**src/rtl/vga_pkg.sv**
```systemverilog
// Shared VGA constants, RGB332 field layout and the 332 -> 444 colour expansion.
package vga_pkg;

    // 640x480@60 Hz timing, 25 MHz pixel clock
    localparam int H_VISIBLE = 640;
    localparam int H_FP      = 16;
    localparam int H_SYNC    = 96;
    localparam int H_BP      = 48;
    localparam int H_TOTAL   = H_VISIBLE + H_FP + H_SYNC + H_BP;

    localparam int V_VISIBLE = 480;
    localparam int V_FP      = 10;
    localparam int V_SYNC    = 2;
    localparam int V_BP      = 33;
    localparam int V_TOTAL   = V_VISIBLE + V_FP + V_SYNC + V_BP;

    // Stored image geometry and frame buffer address width
    localparam int IMG_W  = 160;
    localparam int IMG_H  = 120;
    localparam int SCALE  = 4;
    localparam int ADDR_W = 15;

    // RGB332 pixel layout {R[2:0],G[2:0],B[1:0]}
    localparam int R_MSB = 7;
    localparam int R_LSB = 5;
    localparam int G_MSB = 4;
    localparam int G_LSB = 2;
    localparam int B_MSB = 1;
    localparam int B_LSB = 0;

    typedef struct packed {
        logic [3:0] r;
        logic [3:0] g;
        logic [3:0] b;
    } rgb444_t;

    // Widen each channel by repeating its top bits so full scale maps to 4'hF
    function automatic rgb444_t rgb332_to_444(input logic [7:0] pix);
        rgb444_t    c;
        logic [2:0] r;
        logic [2:0] g;
        logic [1:0] b;
        r   = pix[R_MSB:R_LSB];
        g   = pix[G_MSB:G_LSB];
        b   = pix[B_MSB:B_LSB];
        c.r = {r, r[2]};
        c.g = {g, g[2]};
        c.b = {b, b};
        return c;
    endfunction

endpackage

```
**src/rtl/vga_timing.sv**
```systemverilog
// Horizontal/vertical raster counters with raw (stage-0) sync and visible flags.
module vga_timing #(
    parameter int H_VISIBLE = vga_pkg::H_VISIBLE,
    parameter int H_FP      = vga_pkg::H_FP,
    parameter int H_SYNC    = vga_pkg::H_SYNC,
    parameter int H_BP      = vga_pkg::H_BP,
    parameter int V_VISIBLE = vga_pkg::V_VISIBLE,
    parameter int V_FP      = vga_pkg::V_FP,
    parameter int V_SYNC    = vga_pkg::V_SYNC,
    parameter int V_BP      = vga_pkg::V_BP,
    parameter int H_CW      = $clog2(H_VISIBLE + H_FP + H_SYNC + H_BP),
    parameter int V_CW      = $clog2(V_VISIBLE + V_FP + V_SYNC + V_BP)
) (
    input  logic            i_clk,
    input  logic            i_rst,
    output logic [H_CW-1:0] o_h_cnt,
    output logic [V_CW-1:0] o_v_cnt,
    output logic            o_line_end,
    output logic            o_frame_end,
    output logic            o_origin,
    output logic            o_hsync_act,
    output logic            o_vsync_act,
    output logic            o_visible
);
    import vga_pkg::*;

    localparam int H_TOT = H_VISIBLE + H_FP + H_SYNC + H_BP;
    localparam int V_TOT = V_VISIBLE + V_FP + V_SYNC + V_BP;

    localparam logic [H_CW-1:0] H_LAST    = H_CW'(H_TOT - 1);
    localparam logic [H_CW-1:0] H_VIS_END = H_CW'(H_VISIBLE);
    localparam logic [H_CW-1:0] HS_START  = H_CW'(H_VISIBLE + H_FP);
    localparam logic [H_CW-1:0] HS_STOP   = H_CW'(H_VISIBLE + H_FP + H_SYNC);
    localparam logic [V_CW-1:0] V_LAST    = V_CW'(V_TOT - 1);
    localparam logic [V_CW-1:0] V_VIS_END = V_CW'(V_VISIBLE);
    localparam logic [V_CW-1:0] VS_START  = V_CW'(V_VISIBLE + V_FP);
    localparam logic [V_CW-1:0] VS_STOP   = V_CW'(V_VISIBLE + V_FP + V_SYNC);

    logic [H_CW-1:0] r_h_cnt;
    logic [V_CW-1:0] r_v_cnt;
    logic            w_h_last;
    logic            w_v_last;

    assign w_h_last = (r_h_cnt == H_LAST);
    assign w_v_last = (r_v_cnt == V_LAST);

    // Pixel counter wraps each line; line counter steps on that wrap
    always_ff @(posedge i_clk or posedge i_rst) begin
        if (i_rst) begin
            r_h_cnt <= '0;
            r_v_cnt <= '0;
        end else if (w_h_last) begin
            r_h_cnt <= '0;
            r_v_cnt <= w_v_last ? '0 : r_v_cnt + V_CW'(1);
        end else begin
            r_h_cnt <= r_h_cnt + H_CW'(1);
        end
    end

    assign o_h_cnt     = r_h_cnt;
    assign o_v_cnt     = r_v_cnt;
    assign o_line_end  = w_h_last;
    assign o_frame_end = w_h_last && w_v_last;
    assign o_origin    = (r_h_cnt == '0) && (r_v_cnt == '0);
    assign o_hsync_act = (r_h_cnt >= HS_START) && (r_h_cnt < HS_STOP);
    assign o_vsync_act = (r_v_cnt >= VS_START) && (r_v_cnt < VS_STOP);
    assign o_visible   = (r_h_cnt < H_VIS_END) && (r_v_cnt < V_VIS_END);

endmodule

```
**src/rtl/vga_frame_reader.sv**
```systemverilog
// Reads the scaled RGB332 frame buffer image and drives 4:4:4 VGA pins with
// a 2-clock counter-to-pin pipeline shared by syncs, colour and frame_start.
module vga_frame_reader #(
    parameter int H_VISIBLE = vga_pkg::H_VISIBLE,
    parameter int H_FP      = vga_pkg::H_FP,
    parameter int H_SYNC    = vga_pkg::H_SYNC,
    parameter int H_BP      = vga_pkg::H_BP,
    parameter int V_VISIBLE = vga_pkg::V_VISIBLE,
    parameter int V_FP      = vga_pkg::V_FP,
    parameter int V_SYNC    = vga_pkg::V_SYNC,
    parameter int V_BP      = vga_pkg::V_BP,
    parameter int IMG_W     = vga_pkg::IMG_W,
    parameter int IMG_H     = vga_pkg::IMG_H,
    parameter int SCALE     = vga_pkg::SCALE,
    parameter int ADDR_W    = vga_pkg::ADDR_W
) (
    input  logic              Clk,
    input  logic              Rst,
    output logic [ADDR_W-1:0] rd_addr,
    input  logic [7:0]        rd_data,
    output logic              VGA_Hsync,
    output logic              VGA_Vsync,
    output logic [3:0]        VGA_R,
    output logic [3:0]        VGA_G,
    output logic [3:0]        VGA_B,
    output logic              frame_start
);
    import vga_pkg::*;

    localparam int H_TOT = H_VISIBLE + H_FP + H_SYNC + H_BP;
    localparam int V_TOT = V_VISIBLE + V_FP + V_SYNC + V_BP;
    localparam int H_CW  = $clog2(H_TOT);
    localparam int V_CW  = $clog2(V_TOT);
    localparam int SUB_W = (SCALE > 1) ? $clog2(SCALE) : 1;

    localparam logic [SUB_W-1:0]  SUB_LAST  = SUB_W'(SCALE - 1);
    localparam logic [H_CW-1:0]   IMG_H_END = H_CW'(IMG_W * SCALE);
    localparam logic [V_CW-1:0]   IMG_V_END = V_CW'(IMG_H * SCALE);
    localparam logic [ADDR_W-1:0] ROW_STEP  = ADDR_W'(IMG_W);

    // Stage 0: raster position and raw flags
    logic [H_CW-1:0] w_h_cnt;
    logic [V_CW-1:0] w_v_cnt;
    logic            w_line_end;
    logic            w_frame_end;
    logic            w_origin;
    logic            w_hsync_act;
    logic            w_vsync_act;
    logic            w_visible;
    logic            w_in_img;

    // Address trackers: column = h/SCALE, row base = (v/SCALE)*IMG_W
    logic [SUB_W-1:0]  r_hsub;
    logic [H_CW-1:0]   r_col;
    logic [SUB_W-1:0]  r_vsub;
    logic [ADDR_W-1:0] r_row_base;

    // Stage 1 flags (rd_data arrives alongside these)
    logic r_s1_in_img;
    logic r_s1_hs;
    logic r_s1_vs;
    logic r_s1_fs;

    // Stage 2 pin registers
    logic    r_hsync;
    logic    r_vsync;
    logic    r_fs;
    rgb444_t r_rgb;

    vga_timing #(
        .H_VISIBLE (H_VISIBLE),
        .H_FP      (H_FP),
        .H_SYNC    (H_SYNC),
        .H_BP      (H_BP),
        .V_VISIBLE (V_VISIBLE),
        .V_FP      (V_FP),
        .V_SYNC    (V_SYNC),
        .V_BP      (V_BP),
        .H_CW      (H_CW),
        .V_CW      (V_CW)
    ) u_timing (
        .i_clk       (Clk),
        .i_rst       (Rst),
        .o_h_cnt     (w_h_cnt),
        .o_v_cnt     (w_v_cnt),
        .o_line_end  (w_line_end),
        .o_frame_end (w_frame_end),
        .o_origin    (w_origin),
        .o_hsync_act (w_hsync_act),
        .o_vsync_act (w_vsync_act),
        .o_visible   (w_visible)
    );

    assign w_in_img = w_visible && (w_h_cnt < IMG_H_END) && (w_v_cnt < IMG_V_END);

    // Column advances every SCALE pixels and restarts with each line
    always_ff @(posedge Clk or posedge Rst) begin
        if (Rst) begin
            r_hsub <= '0;
            r_col  <= '0;
        end else if (w_line_end) begin
            r_hsub <= '0;
            r_col  <= '0;
        end else if (r_hsub == SUB_LAST) begin
            r_hsub <= '0;
            r_col  <= r_col + H_CW'(1);
        end else begin
            r_hsub <= r_hsub + SUB_W'(1);
        end
    end

    // Row base steps by IMG_W every SCALE lines and restarts with each frame
    always_ff @(posedge Clk or posedge Rst) begin
        if (Rst) begin
            r_vsub     <= '0;
            r_row_base <= '0;
        end else if (w_frame_end) begin
            r_vsub     <= '0;
            r_row_base <= '0;
        end else if (w_line_end) begin
            if (r_vsub == SUB_LAST) begin
                r_vsub     <= '0;
                r_row_base <= r_row_base + ROW_STEP;
            end else begin
                r_vsub <= r_vsub + SUB_W'(1);
            end
        end
    end

    // Outside the image the address parks at 0; colour is blanked downstream anyway
    assign rd_addr = w_in_img ? (r_row_base + ADDR_W'(r_col)) : '0;

    // Stage 1: delay flags one clock to line up with the synchronous RAM read
    always_ff @(posedge Clk or posedge Rst) begin
        if (Rst) begin
            r_s1_in_img <= 1'b0;
            r_s1_hs     <= 1'b0;
            r_s1_vs     <= 1'b0;
            r_s1_fs     <= 1'b0;
        end else begin
            r_s1_in_img <= w_in_img;
            r_s1_hs     <= w_hsync_act;
            r_s1_vs     <= w_vsync_act;
            r_s1_fs     <= w_origin;
        end
    end

    // Stage 2: register pins; syncs are active-low, colour gated by image window
    always_ff @(posedge Clk or posedge Rst) begin
        if (Rst) begin
            r_hsync <= 1'b1;
            r_vsync <= 1'b1;
            r_fs    <= 1'b0;
            r_rgb   <= '0;
        end else begin
            r_hsync <= ~r_s1_hs;
            r_vsync <= ~r_s1_vs;
            r_fs    <= r_s1_fs;
            r_rgb   <= r_s1_in_img ? rgb332_to_444(rd_data) : '0;
        end
    end

    assign VGA_Hsync   = r_hsync;
    assign VGA_Vsync   = r_vsync;
    assign VGA_R       = r_rgb.r;
    assign VGA_G       = r_rgb.g;
    assign VGA_B       = r_rgb.b;
    assign frame_start = r_fs;

endmodule

```
**config.mk**
```make
export PLATFORM = sky130hd
export DESIGN_NAME = vga_frame_reader
export DESIGN_NICKNAME = d
export VERILOG_FILES = /design/src/rtl/vga_pkg.sv /design/src/rtl/vga_timing.sv /design/src/rtl/vga_frame_reader.sv
export SDC_FILE = /design/constraint.sdc
export NUM_CORES = 1
export LEC_CHECK = 0
export CELL_PAD_IN_SITES_DETAIL_PLACEMENT = 1
export CELL_PAD_IN_SITES_GLOBAL_PLACEMENT = 1
export CORE_MARGIN = 4
export CORE_UTILIZATION = 33
export CTS_CLUSTER_DIAMETER = 100
export DETAILED_ROUTE_END_ITERATION = 8
export PLACE_DENSITY_LB_ADDON = 0.1
export SYNTH_ARGS = -nofsm -noshare
export SYNTH_HDL_FRONTEND = slang
export SYNTH_HIERARCHICAL = 1
export SYNTH_SLANG_ARGS = --single-unit
```
**constraint.sdc**
```tcl
create_clock -name Clk -period 2.3 [get_ports Clk]
set_input_delay 0.46 -clock Clk [delete_from_list [all_inputs] [get_ports Clk]]
set_output_delay 0.46 -clock Clk [all_outputs]
set_load 0.01 [all_outputs]
```
==> flow_metrics.env <==
export IMPL_finalHoldViolations=0
export IMPL_p_sw_uw=465
export IMPL_worst_setup_path_start_kind="flip-flop"
export IMPL_grt_start_max_net_pins=40
export IMPL_die_area_um2=11400
export IMPL_wirelength_mm=8.33
export IMPL_grt_usage_pct=15.8
export IMPL_vias=2690
export IMPL_synthArstFlopShare_pct=100
export IMPL_netlist_instances=335
export IMPL_synth_flop_cell="dfrtp_1"
export IMPL_maxSlewHeadroom_pct=58.1
export IMPL_required_ns=1.84
export IMPL_ys_top_cells_by_area="dfrtp_1 (44%), ha_1 (5.8%), xnor2_1 (4.6%)"
export IMPL_seq_power_share_pct=51.1
export IMPL_end_kind="output pin"
export IMPL_cts_buffer_depth=2
export IMPL_synth_net_count=360
export IMPL_hpwl_mm=5.92
export IMPL_period_needed_ns=2.68
export IMPL_ir_worst_vdd_v=0.000285
export IMPL_maxCapViolations=0
export IMPL_status="finished with violations"
export IMPL_fin_nets=448
export IMPL_ys_types=50
export IMPL_crit_start="u_timing/o_v_cnt[6]"
export IMPL_tightest_slew_ns=0.628
export IMPL_antenna_cells=0
export IMPL_synth_yosys_seq_area_share_pct=45.8
export IMPL_path_class="flip-flop to output pin"
export IMPL_powerDensity_nw_per_um2=459
export IMPL_grt_pass1_wl_mm=14.5
export IMPL_skew_ns=0.0132
export IMPL_first_global_vias=2978
export IMPL_setup_viol=15
export IMPL_arrival_ns=2.22
export IMPL_hold_path_class="flip-flop to flip-flop"
export IMPL_die_h_um=107
export IMPL_syn_cell_area_um2=3230
export IMPL_pre_cts_ws_ns=-0.503
export IMPL_finalCritPeriodShare_pct=117
export IMPL_die_w_um=107
export IMPL_cts_buffers_inserted=9
export IMPL_synth_enable_flop_cells=0
export IMPL_pwr_share_comb_pct=3.7
export IMPL_core_um2=9370
export IMPL_drive_above_1_share_pct=29.4
export IMPL_htreeDepth=3
export IMPL_synth_seq_cells=59
export IMPL_synth_top_cell_area_share_pct=44.2
export IMPL_synthToLayoutAreaGrowth_pct=38.4
export IMPL_wl_per_cell_um=15.0
export IMPL_numPortBuffers=39
export IMPL_clkTransAtPathRegs_ns=0.07
export IMPL_syn_avg_cell_area_um2=9.64
export IMPL_p_leak_uw=0.00203
export IMPL_fin_cells=557
export IMPL_final_core_util_pct=47.7
export IMPL_slew_violations=0
export IMPL_vias_per_cell=4.83
export IMPL_start_util_pct=34.5
export IMPL_pwr_share_clk_pct=45.2
export IMPL_cts_tree="built"
export IMPL_setup_tns_ns=-3.76
export IMPL_ant_nets=0
export IMPL_internal_power_uw=1590
export IMPL_cp_max_fo=5
export IMPL_pin_count=40
export IMPL_clockRootBuffer="clkbuf_8"
export IMPL_rows=35
export IMPL_drtPass1Iterations=4
export IMPL_drc=0
export IMPL_n_fill_cell=1101
export IMPL_clock_latency_ns=0.34
export IMPL_grt_antenna_before_repair=0
export IMPL_grt_overflow_total=0
export IMPL_clock_sinks=59
export IMPL_max_freq_mhz=373
export IMPL_holdCritStartpoint="r_s1_fs"
export IMPL_ys_warn_count=6
export IMPL_gp_congestion=0.786
export IMPL_yosys_area_top_type="dfrtp_1"
export IMPL_violations="negative setup slack"
export IMPL_swShare_pct=22.7
export IMPL_drt_first_iter_violations=39
export IMPL_place_inst=528
export IMPL_reg2reg_from="u_timing/o_v_cnt[0]"
export IMPL_rsz0062_at_grt="yes"
export IMPL_worst_slack_ns=-0.381
[area by class of cell]
cell class	count	area (µm²)	share of cell area [%]
sequential	59	1480	33.1
inverter	16	63.8	1.43
tap	129	161	3.61
clock inverter	6	66.3	1.48
multi-input combinational	245	1790	40.0
timing repair buffer	92	786	17.6
clock buffer	10	128	2.85
[worst max-delay path: stages (launching register included)]
cell and delay, ns:
dfrtp_1 0.38, and3_4 0.18, and2_4 0.16, nor3_4 0.10, nand2b_1 0.06, or3_4 0.41
or3_1 0.36, nand3_1 0.10, buf_2 0.13
[power groups by stage]
stage	sequential, µW	clock, µW	combinational [µW]
2_1_floorplan	1070	0	28.6
3_3_place_gp	1070	0	76.7
3_5_place_dp	1070	0	78.2
4_1_cts	1050	967	79.7
5_1_grt	1050	1010	84.9
6_report	1050	928	76.1
[registers in the layout (all words and copies together) (netlist names)]
register	count
r_col	10
r_row_base	10
u_timing/o_h_cnt	10
u_timing/o_v_cnt	10
VGA_G	3
VGA_R	3
VGA_B	2
r_hsub	2
r_vsub	2
VGA_Hsync	1
VGA_Vsync	1
frame_start	1
r_s1_fs	1
r_s1_hs	1
r_s1_in_img	1
r_s1_vs	1
[cells by family after synthesis]
group	share of synthesized area (%)
AOI/OAI and AO/OA	8.06
xor gates and xnor gates	7.86
adders and majority gates	5.81
buffers and inverters	4.49
DFF	45.8
muxes	2.36
other	0.116
and+or+nand+nor	25.5
[repair_timing]
action                                  4_1_cts  5_1_grt
gates resized for setup                      80       24
hold buffers                                  0        0
cloned                                        0        0
endpoints found under the setup margin       15       19
pin swaps                                    10        6
endpoints found under the hold margin         0        0
setup buffers                                 9        4
[path summary, 6_finish.rpt]
check                                 endpoint  slack, ns  cells past startpoint
min in group asynchronous  u_timing/o_h_cnt[3]       0.49                      3
setup reg to reg                r_row_base[14]       0.14                      9
hold / removal                     frame_start       0.36                      0
hold reg to reg                    frame_start       0.36                      0
setup / recovery                   rd_addr[12]      -0.38                      8
max in group asynchronous            VGA_Vsync       1.33                      3
[cells in the final DEF (no fill, tap or decap), types with 12 or more instances in the layout]
master and n:
dfrtp_1 57, buf_4 46, nand2_1 18, nand3_1 18
inv_1 14, xor2_1 12, xnor2_1 17, nor2_1 37
clkdlybuf4s50_1 24
[Yosys cell counts, drive strengths merged (3+ instances only)]
master,n
a21oi,14
nor4,5
and4,3
buf,12
o21a,3
nor2,39
mux2i,5
inv,15
xnor2,17
clkbuf,3
o21ai,12
or3,9
xor2,12
ha,15
and3,8
nand4,11
nor3,12
and2,16
nand2,20
dfrtp,57
nand3,20
[per-stage QoR]
step / area (µm²) / total power [µW] / hold WS [ns]
2_1_floorplan: 3250 / 1100 / 0.331
3_3_place_gp: 4020 / 1140 / 0.341
3_5_place_dp: 4020 / 1150 / 0.338
4_1_cts: 4340 / 2090 / 0.362
5_1_grt: 4470 / 2140 / 0.373
6_report: 4470 / 2050 / 0.356
[per-layer routing]
layer | up-vias | track usage (%) | routed length, µm
li1 | 1330 | - | -
met1 | 1321 | 19.6 | 3740
met2 | 28 | 27.4 | 4290
met5 | - | 0 | 0
met4 | 0 | 5.66 | 112
met3 | 11 | 2.95 | 186
Power figures use the tool's default switching activity.
